### config.mk
export PLATFORM = sky130hd
export DESIGN_NAME = lane_rotator
export DESIGN_NICKNAME = d
export VERILOG_FILES = /design/src/rtl/lane_rotator_pkg.sv /design/src/rtl/lane_rotator.sv
export SDC_FILE = /design/constraint.sdc
export NUM_CORES = 1
export LEC_CHECK = 0
export ABC_AREA = 1
export BUFFER_PORTS_ARGS = -buffer_cell sky130_fd_sc_hd__buf_2
export CAP_MARGIN = 40
export CORE_AREA = 2 2 95 74
export CTS_CLUSTER_DIAMETER = 40
export CTS_CLUSTER_SIZE = 30
export DETAILED_ROUTE_END_ITERATION = 6
export DIE_AREA = 0 0 97 76
export PLACE_DENSITY_LB_ADDON = 0.2
export SYNTH_ARGS = -nofsm -noshare
export SYNTH_HDL_FRONTEND = slang
export SYNTH_SLANG_ARGS = --single-unit
### constraint.sdc
create_clock -name clk -period 1.2 [get_ports clk]
set_input_delay 0.18 -clock clk [delete_from_list [all_inputs] [get_ports clk]]
set_output_delay 0.18 -clock clk [all_outputs]
set_load 0.01 [all_outputs]
### src/rtl/lane_rotator_pkg.sv
// Shared types for the lane rotator: operation modes, FSM states and step width.
package lane_rotator_pkg;

    localparam int STEP_W = 8;

    typedef enum logic [1:0] {
        HOLD      = 2'b00,
        ROT_L     = 2'b01,
        ROT_R     = 2'b10,
        PAIR_SWAP = 2'b11
    } mode_t;

    typedef enum logic [1:0] {
        IDLE = 2'b00,
        RUN  = 2'b01,
        DONE = 2'b10
    } state_t;

endpackage

### src/rtl/lane_rotator.sv
// Lane rotator: loads LANES lanes of WIDTH bits and applies a latched permutation a set number of times.
// Optional macro LANE_ROTATOR_OPS_CNT_EN enables the ops_o counter of applied operations.
module lane_rotator
    import lane_rotator_pkg::*;
#(
    parameter int WIDTH = 8,
    parameter int LANES = 4
) (
    input  logic                     clk,
    input  logic                     rst_n,
    input  logic                     load_i,
    input  logic [LANES*WIDTH-1:0]   data_i,
    input  logic                     start_i,
    input  logic [1:0]               mode_i,
    input  logic [STEP_W-1:0]        steps_i,
    output logic [LANES*WIDTH-1:0]   data_o,
    output logic                     busy_o,
    output logic                     done_o,
    output logic [STEP_W-1:0]        ops_o
);

    state_t              state;
    mode_t               mode_q;
    logic [STEP_W-1:0]   step_cnt;
    logic [WIDTH-1:0]    lanes_q   [LANES];
    logic [WIDTH-1:0]    lane_next [LANES];
    logic                load_en;
    logic                apply_en;

`ifdef LANE_ROTATOR_OPS_CNT_EN
    logic [STEP_W-1:0]   ops_q;
    assign ops_o = ops_q;
`else
    assign ops_o = '0;
`endif

    assign load_en  = (state == IDLE) && load_i;
    assign apply_en = (state == RUN);

    // Source lane per mode; with two lanes every non-hold mode reduces to a swap.
    for (genvar i = 0; i < LANES; i++) begin : g_lane
        localparam int L_IDX = (i + 1) % LANES;
        localparam int R_IDX = (i + LANES - 1) % LANES;
        localparam int S_IDX = (i % 2 == 1) ? i - 1 : ((i + 1 < LANES) ? i + 1 : i);

        assign lane_next[i] = (mode_q == ROT_L)     ? lanes_q[L_IDX] :
                              (mode_q == ROT_R)     ? lanes_q[R_IDX] :
                              (mode_q == PAIR_SWAP) ? lanes_q[S_IDX] :
                                                      lanes_q[i];

        assign data_o[i*WIDTH +: WIDTH] = lanes_q[i];
    end

    always_ff @(posedge clk or negedge rst_n) begin
        if (!rst_n) begin
            for (int i = 0; i < LANES; i++) lanes_q[i] <= '0;
        end else if (load_en) begin
            for (int i = 0; i < LANES; i++) lanes_q[i] <= data_i[i*WIDTH +: WIDTH];
        end else if (apply_en) begin
            lanes_q <= lane_next;
        end
    end

    // Control FSM; start is honoured only in IDLE and only when no load is requested.
    always_ff @(posedge clk or negedge rst_n) begin
        if (!rst_n) begin
            state    <= IDLE;
            mode_q   <= HOLD;
            step_cnt <= '0;
            busy_o   <= 1'b0;
            done_o   <= 1'b0;
`ifdef LANE_ROTATOR_OPS_CNT_EN
            ops_q    <= '0;
`endif
        end else begin
            case (state)
                IDLE: begin
                    done_o <= 1'b0;
                    if (start_i && !load_i) begin
                        mode_q   <= mode_t'(mode_i);
                        step_cnt <= steps_i;
`ifdef LANE_ROTATOR_OPS_CNT_EN
                        ops_q    <= '0;
`endif
                        if (steps_i != '0) begin
                            state  <= RUN;
                            busy_o <= 1'b1;
                        end else begin
                            state  <= DONE;
                            done_o <= 1'b1;
                        end
                    end
                end
                RUN: begin
                    step_cnt <= step_cnt - STEP_W'(1);
`ifdef LANE_ROTATOR_OPS_CNT_EN
                    ops_q    <= ops_q + STEP_W'(1);
`endif
                    if (step_cnt == STEP_W'(1)) begin
                        state  <= DONE;
                        busy_o <= 1'b0;
                        done_o <= 1'b1;
                    end
                end
                DONE: begin
                    done_o <= 1'b0;
                    state  <= IDLE;
                end
                default: begin
                    state  <= IDLE;
                    busy_o <= 1'b0;
                    done_o <= 1'b0;
                end
            endcase
        end
    end

endmodule

==> impl_metrics.csv, run 1 <==
group,metric,value,unit
worst_setup_path,crit_required,1430,ps
hold_path,hold_path_depth,3,
hold_path,min_path_type,"input pin to flip-flop",
final_layout,layout.nets,552,
worst_setup_path,cp_slowest_cell,"dfrtp_1",
die,rows,26,
yosys,synth_top_area_share,38.6,%
clocking,clkTransAtPathRegs,80,ps
detailed_routing,drc,0,
final_layout,final_cell_mix,"nand2_1 (87), buf_2 (79), dfrtp_1 (43)",
sta,final.setup.worst_slack,-70.1,ps
yosys,synth.distinct_cells,28,
sta,fin_skew,3.39,ps
worst_setup_path,start_kind,"flip-flop",
worst_setup_path,cp_max_fo,9,
detailed_routing,ant_nets,0,
die,die_area,7370,µm²
yosys,ys_ff_latch,46,
die,num_io_pins,88,
worst_setup_path,max_stage_delay,420,ps
global_route,grt_pass1_vias,2786,
worst_setup_path,crit_family,"flip-flops",
worst_setup_path,cp_cell_sequence,"inv_2 > nor2_4 > o21ai_4 > nand2_8 > buf_6 > o21ai_0 > o21ai_1",
final_layout,n_antenna_cell,0,
global_route,grt_max_degree,47,
worst_setup_path,cp_num_cells,7,
global_route,overflow,0,
clocking,clock_tree.root_cell,"clkbuf_8",
global_route,grt_usage,22.6,%
worst_setup_path,path_buf_inv,2,
yosys,syn_area,2980,µm²
detailed_routing,totalWireLength,8.38,mm
status,violations,"setup timing",
yosys,yosys-top-cells-area,"dfrtp_1 (39%), nand2_1 (11%), o211ai_2 (6.7%)",
sta,max_freq,787,MHz
sta,fin_crit,1270,ps
pwr,p_per_area,3050,nW/µm²
clocking,clock_path_buffers,2,
clocking,cts_buffers,5,
clocking,numClockSinks,46,
clocking,cts-htree-levels,2,
yosys,synth_cells,387,
place,port_buffers,79,
detailed_routing,firstDrtPassIters,5,
sta,rsz0062_at_grt,"yes",
worst_setup_path,crit_path_end_kind,"flip-flop",
clocking,tritoncts,"built",
die,initial_core_util,45.6,%
place,placed_area,3680,µm²
detailed_routing,wire_per_inst,14.3,µm
final_layout,syn2layout_area_growth,34.1,%
place,gp_congestion,0.921,
worst_setup_path,path_class,"flip-flop to flip-flop",
status,status,"finished with violations",
sta,drv_slew,0,
sta,setup_violations,38,
final_layout,final_common_cell,"nand2_1",
final_layout,utilization,61.1,%
clocking,clk_latency,300,ps
place,hpwl,5.82,mm
global_route,antenna_found_initial,0,
pwr,ir_drop,1.26,mV
worst_setup_path,arrival,1500,ps
global_route,grt_pass1_wl,13.6,mm
die,die_h,76,µm
worst_setup_path,r2r_cells,7,
sta,hold_viol,0,
yosys,synth_top_cell_by_area,"dfrtp_1",
final_layout,drive_gt1_share,40.2,%
detailed_routing,vias,3056,
die,core-area,6540,µm²
final_layout,fin_area,4000,µm²
sta,hold_slack,85.3,ps
detailed_routing,drtIter0Drc,185,
pwr,p_leak,2.02,nW
detailed_routing,via_per_inst,5.21,
yosys,ys.warnings.count,0,
yosys,syn_area_per_cell,7.70,µm²
yosys,ys_seq_area_share,38.6,%
run,max-cap-violations,0,
die,die_x,97,µm
sta,fin_crit_sh,106,%
[logic make-up (layout without fill, tap and decap cells)]
kind of cell,after synthesis,in the layout,synth area share (%)
other,1,8,0.126
and+or+nand+nor,164,164,24.2
buffers and inverters,65,174,11.5
xor gates and xnor gates,1,1,0.294
DFF,46,46,38.6
AOI/OAI and AO/OA,108,108,24.4
adders and majority gates,2,2,0.839
[layer usage]
layer  up-vias  part of all wire [%]  global-route usage (%)
met5         -                     0                       0
met4         0                   1.4                    6.76
met3        14                   5.9                    3.76
met2       105                    46                    34.1
met1      1428                    47                    33.3
li1       1509                     -                       -
[timing repair]
action / in CTS / in global routing
gates resized for setup: 30 / 20
buffers inserted: 4 / 5
hold buffers: 1 / 0
cloned: 1 / 1
pin swaps: 6 / 8
setup endpoints to repair: 43 / 44
endpoints found under the hold margin: 46 / 0
[per-stage QoR]
step,TNS [ps],instances,power [mW],setup WS [ps]
3_3_place_gp,-1410,570,10.1,-80.0
6_report,-1670,587,12.2,-70.1
2_1_floorplan,-1760,394,7.67,-101
4_1_cts,-2580,582,11.8,-105
5_1_grt,-4790,587,13.2,-155
3_5_place_dp,-2640,570,10.2,-147
[cell type report]
cell class / instances / area (µm²)
fillers: 597 / 2540
multi-input cells: 283 / 1600
flip-flops and latches: 46 / 1150
repair buffers: 133 / 926
inverters: 35 / 134
well taps: 84 / 105
clock buffers: 6 / 82.6
[synth_stat cells]
cell	n
a211oi_1	1
o21ai_0	39
nand3_1	37
nand4_1	2
buf_1	1
o21ai_2	15
clkbuf_1	4
dfrtp_1	46
nand3_2	4
xnor2_1	1
inv_2	3
nand2_2	2
a21oi_1	17
o21ai_1	17
inv_1	32
buf_2	10
conb_1	1
buf_6	6
nand2_1	90
nand2_4	2
buf_8	1
ha_1	2
nor2_4	1
nor2_1	25
o211ai_2	16
o211ai_1	3
nor2_2	1
buf_4	8
[worst paths after layout]
check | startpoint | endpoint | slack [ps]
hold reg to reg | done_o$_DFFE_PN0P_ | done_o$_DFFE_PN0P_ | 480
setup / recovery | state[0]$_DFFE_PN0P_ | data_o[22]$_DFFE_PN0P_ | -70
max in group asynchronous | rst_n | mode_q[1]$_DFFE_PN0P_ | 560
hold / removal | mode_i[0] | mode_q[0]$_DFFE_PN0P_ | 90
min in group asynchronous | rst_n | data_o[28]$_DFFE_PN0P_ | 370
setup reg to reg | state[0]$_DFFE_PN0P_ | data_o[22]$_DFFE_PN0P_ | -70
[where the power goes]
group	total [mW]	switching, mW	leakage, nW	internal, mW
Combinational	8.12	4.40	1.42	3.72
Clock	0.983	0.537	0.0431	0.446
Sequential	3.09	0.743	0.563	2.35
[worst reg2reg max path, stage by stage (launching register included)]
cell     delay, ps
dfrtp_1        420
inv_2           80
nor2_4         110
o21ai_4         90
nand2_8        130
buf_6          160
o21ai_0         90
o21ai_1        130
[sequential cells by signal, summed over array words and instances (netlist names)]
register and cells:
data_o 32, step_cnt 8, mode_q 2, state 2
busy_o 1, done_o 1
Power figures use the tool's default switching activity.
==> run 2, diff against run 1 <==
--- a/config.mk
+++ b/config.mk
@@ -13,6 +13,7 @@
 export CTS_CLUSTER_SIZE = 30
 export DETAILED_ROUTE_END_ITERATION = 6
 export DIE_AREA = 0 0 97 76
+export GPL_TIMING_DRIVEN = 0
 export PLACE_DENSITY_LB_ADDON = 0.2
 export SYNTH_ARGS = -nofsm -noshare
 export SYNTH_HDL_FRONTEND = slang
==> run 2 against run 1 <==
Effect of this change:
- the flow finishes with violations (DRC, setup timing)
- count of clock-buffer cells in the layout increased by 1
- sequential power increased by 3%
- cell area increased by 5.7%
- hold slack got worse by 11 ps
- fmax decreased by 11%
- first-iteration DRC count increased by 44%
- combinational power increased by 10%
- power increased by 7.9%
- global-route usage increased by 5.0 points
==> impl_metrics.csv, run 2 (same netlist as run 1, synthesis figures left out) <==
group,metric,value,unit
sta,tns,-6420,ps
detailed_routing,drc,24,
final_layout,layout.nets,550,
global_route,grt_pass1_vias,3139,
run,max-cap-violations,0,
worst_setup_path,arrival,1650,ps
die,num_io_pins,88,
detailed_routing,drtIter0Drc,266,
die,die_area,7370,µm²
pwr,p_clk_share,7.8,%
worst_setup_path,r2r-end,"data_o[30]$_DFFE_PN0P_",
hold_path,hold_path_depth,3,
hold_path,min_path_type,"input pin to flip-flop",
sta,drv_slew,0,
worst_setup_path,crit_path_end_kind,"flip-flop",
worst_setup_path,crit_required,1420,ps
sta,setup_violations,41,
worst_setup_path,cp_cell_sequence,"buf_12 > nor2_4 > o21ai_4 > nand2_4 > buf_8 > o21ai_0 > o21ai_1",
sta,hold_slack,74.0,ps
worst_setup_path,reg2reg_from,"state[1]$_DFFE_PN0P_",
worst_setup_path,rrSetupSlack,-220,ps
pwr,switching_share,49.6,%
clocking,tritoncts,"built",
clocking,cts_buffers,5,
pwr,finalPower,13.2,mW
clocking,clkTransAtPathRegs,90,ps
detailed_routing,ant_nets,0,
detailed_routing,wire_per_inst,17.9,µm
sta,max_freq,702,MHz
sta,rsz0062_at_grt,"yes",
detailed_routing,vias,3237,
clocking,clock_path_buffers,2,
pwr,p_int,6.62,mW
worst_setup_path,cp_max_fo,6,
final_layout,final_cell_mix,"buf_2 (81), nand2_1 (81), dfrtp_1 (39)",
clocking,clk_latency,310,ps
final_layout,largest_reg_flops,32,
die,die_h,76,µm
pwr,p_per_area,3110,nW/µm²
place,gp_congestion,0.900,
worst_setup_path,start_kind,"flip-flop",
clocking,cts-htree-levels,2,
worst_setup_path,critical_path.startpoint,"state[1]$_DFFE_PN0P_",
place,port_buffers,78,
global_route,grt_usage,27.6,%
die,core-area,6540,µm²
worst_setup_path,cp_slowest_cell,"dfrtp_2",
pwr,combinationalPowerShare,67.9,%
final_layout,syn2layout_area_growth,41.7,%
sta,hold_viol,0,
pwr,p_sw,6.53,mW
status,violations,"DRC, setup timing",
clocking,clock_tree.root_cell,"clkbuf_8",
worst_setup_path,cp-endpoint,"data_o[30]$_DFFE_PN0P_",
global_route,grt_pass1_wl,16.0,mm
pwr,p_leak,2.07,nW
sta,fin_crit_sh,119,%
final_layout,n_antenna_cell,0,
final_layout,drive_gt1_share,43.5,%
die,initial_core_util,45.6,%
pwr,p_seq_share,24.3,%
status,status,"finished with violations",
sta,fin_crit,1420,ps
worst_setup_path,path_class,"flip-flop to flip-flop",
die,rows,26,
detailed_routing,firstDrtPassIters,7,
die,die_x,97,µm
global_route,grt_max_degree,33,
global_route,antenna_found_initial,0,
pwr,ir_drop,1.36,mV
worst_setup_path,r2r_cells,7,
clocking,numClockSinks,46,
global_route,overflow,0,
place,hpwl,6.61,mm
sta,fin_skew,6.37,ps
worst_setup_path,max_stage_delay,450,ps
detailed_routing,totalWireLength,10.5,mm
detailed_routing,via_per_inst,5.51,
sta,final.setup.worst_slack,-225,ps
## run 2: layout make-up
cell class	instances	area [µm²]
plain buffers	30	302
clock buffers	7	86.3
clock inverters	1	5.00
fillers	558	2310
inverters	35	156
multi-input cells	284	1750
flip-flops and latches	46	1160
well taps	84	105
repair buffers	100	659
## run 2: critical path, delay by kind of cell, from the launching register on
| family | cells | cell delay, ps |
|---|---|---|
| simple gates | 2 | 230 |
| compound gates | 3 | 380 |
| flops | 1 | 450 |
| buf+inv | 2 | 290 |
## run 2: layer usage
| layer | wire (µm) | vias to the layer above | global-route usage [%] |
|---|---|---|---|
| met1 | 4480 | 1526 | 39.3 |
| met3 | 862 | 30 | 5.69 |
| met5 | 0 | - | 0 |
| li1 | - | 1511 | - |
| met2 | 4900 | 170 | 42.3 |
| met4 | 276 | 0 | 8.59 |
## run 2: through the flow
stage          area (µm²)  std cells  utilization [%]  worst slack [ps]
6_report             4220        587             64.6              -225
4_1_cts              4060        586             62.0              -179
5_1_grt              4220        587             64.6              -270
3_5_place_dp         3530        557             54.0              -403
2_1_floorplan        3010        394                -              -101
3_3_place_gp         3510        556             53.7              -334
## run 2: worst min path at each step
| stage | startpoint | to | slack (ps) |
|---|---|---|---|
| 6_report | mode_i[1] | mode_q[1]$_DFFE_PN0P_ | 70 |
| 5_1_grt | mode_i[1] | mode_q[1]$_DFFE_PN0P_ | 80 |
| 3_5_place_dp | rst_n | data_o[29]$_DFFE_PN0P_ | 120 |
| 3_3_place_gp | mode_i[1] | mode_q[1]$_DFFE_PN0P_ | 390 |
| 2_1_floorplan | rst_n | busy_o$_DFFE_PN0P_ | -120 |
| 4_1_cts | mode_i[0] | mode_q[0]$_DFFE_PN0P_ | 70 |
## run 2: power by group through the flow
stage	logic (mW)	clock network, mW	registers [mW]
final	8.93	1.03	3.19
after global routing	9.68	1.12	3.29
after CTS	8.20	1.05	3.11
after detailed placement	6.65	0	3.07
after global placement	6.46	0	3.06
after floorplan	4.47	0	3.19
## run 2: repair_timing
item	4_1_cts	5_1_grt
gates resized for setup	82	48
hold buffers	1	0
buffers inserted	16	2
pin swaps	18	13
endpoints found under the setup margin	46	46
gates cloned	4	1
endpoints found under the hold margin	14	0
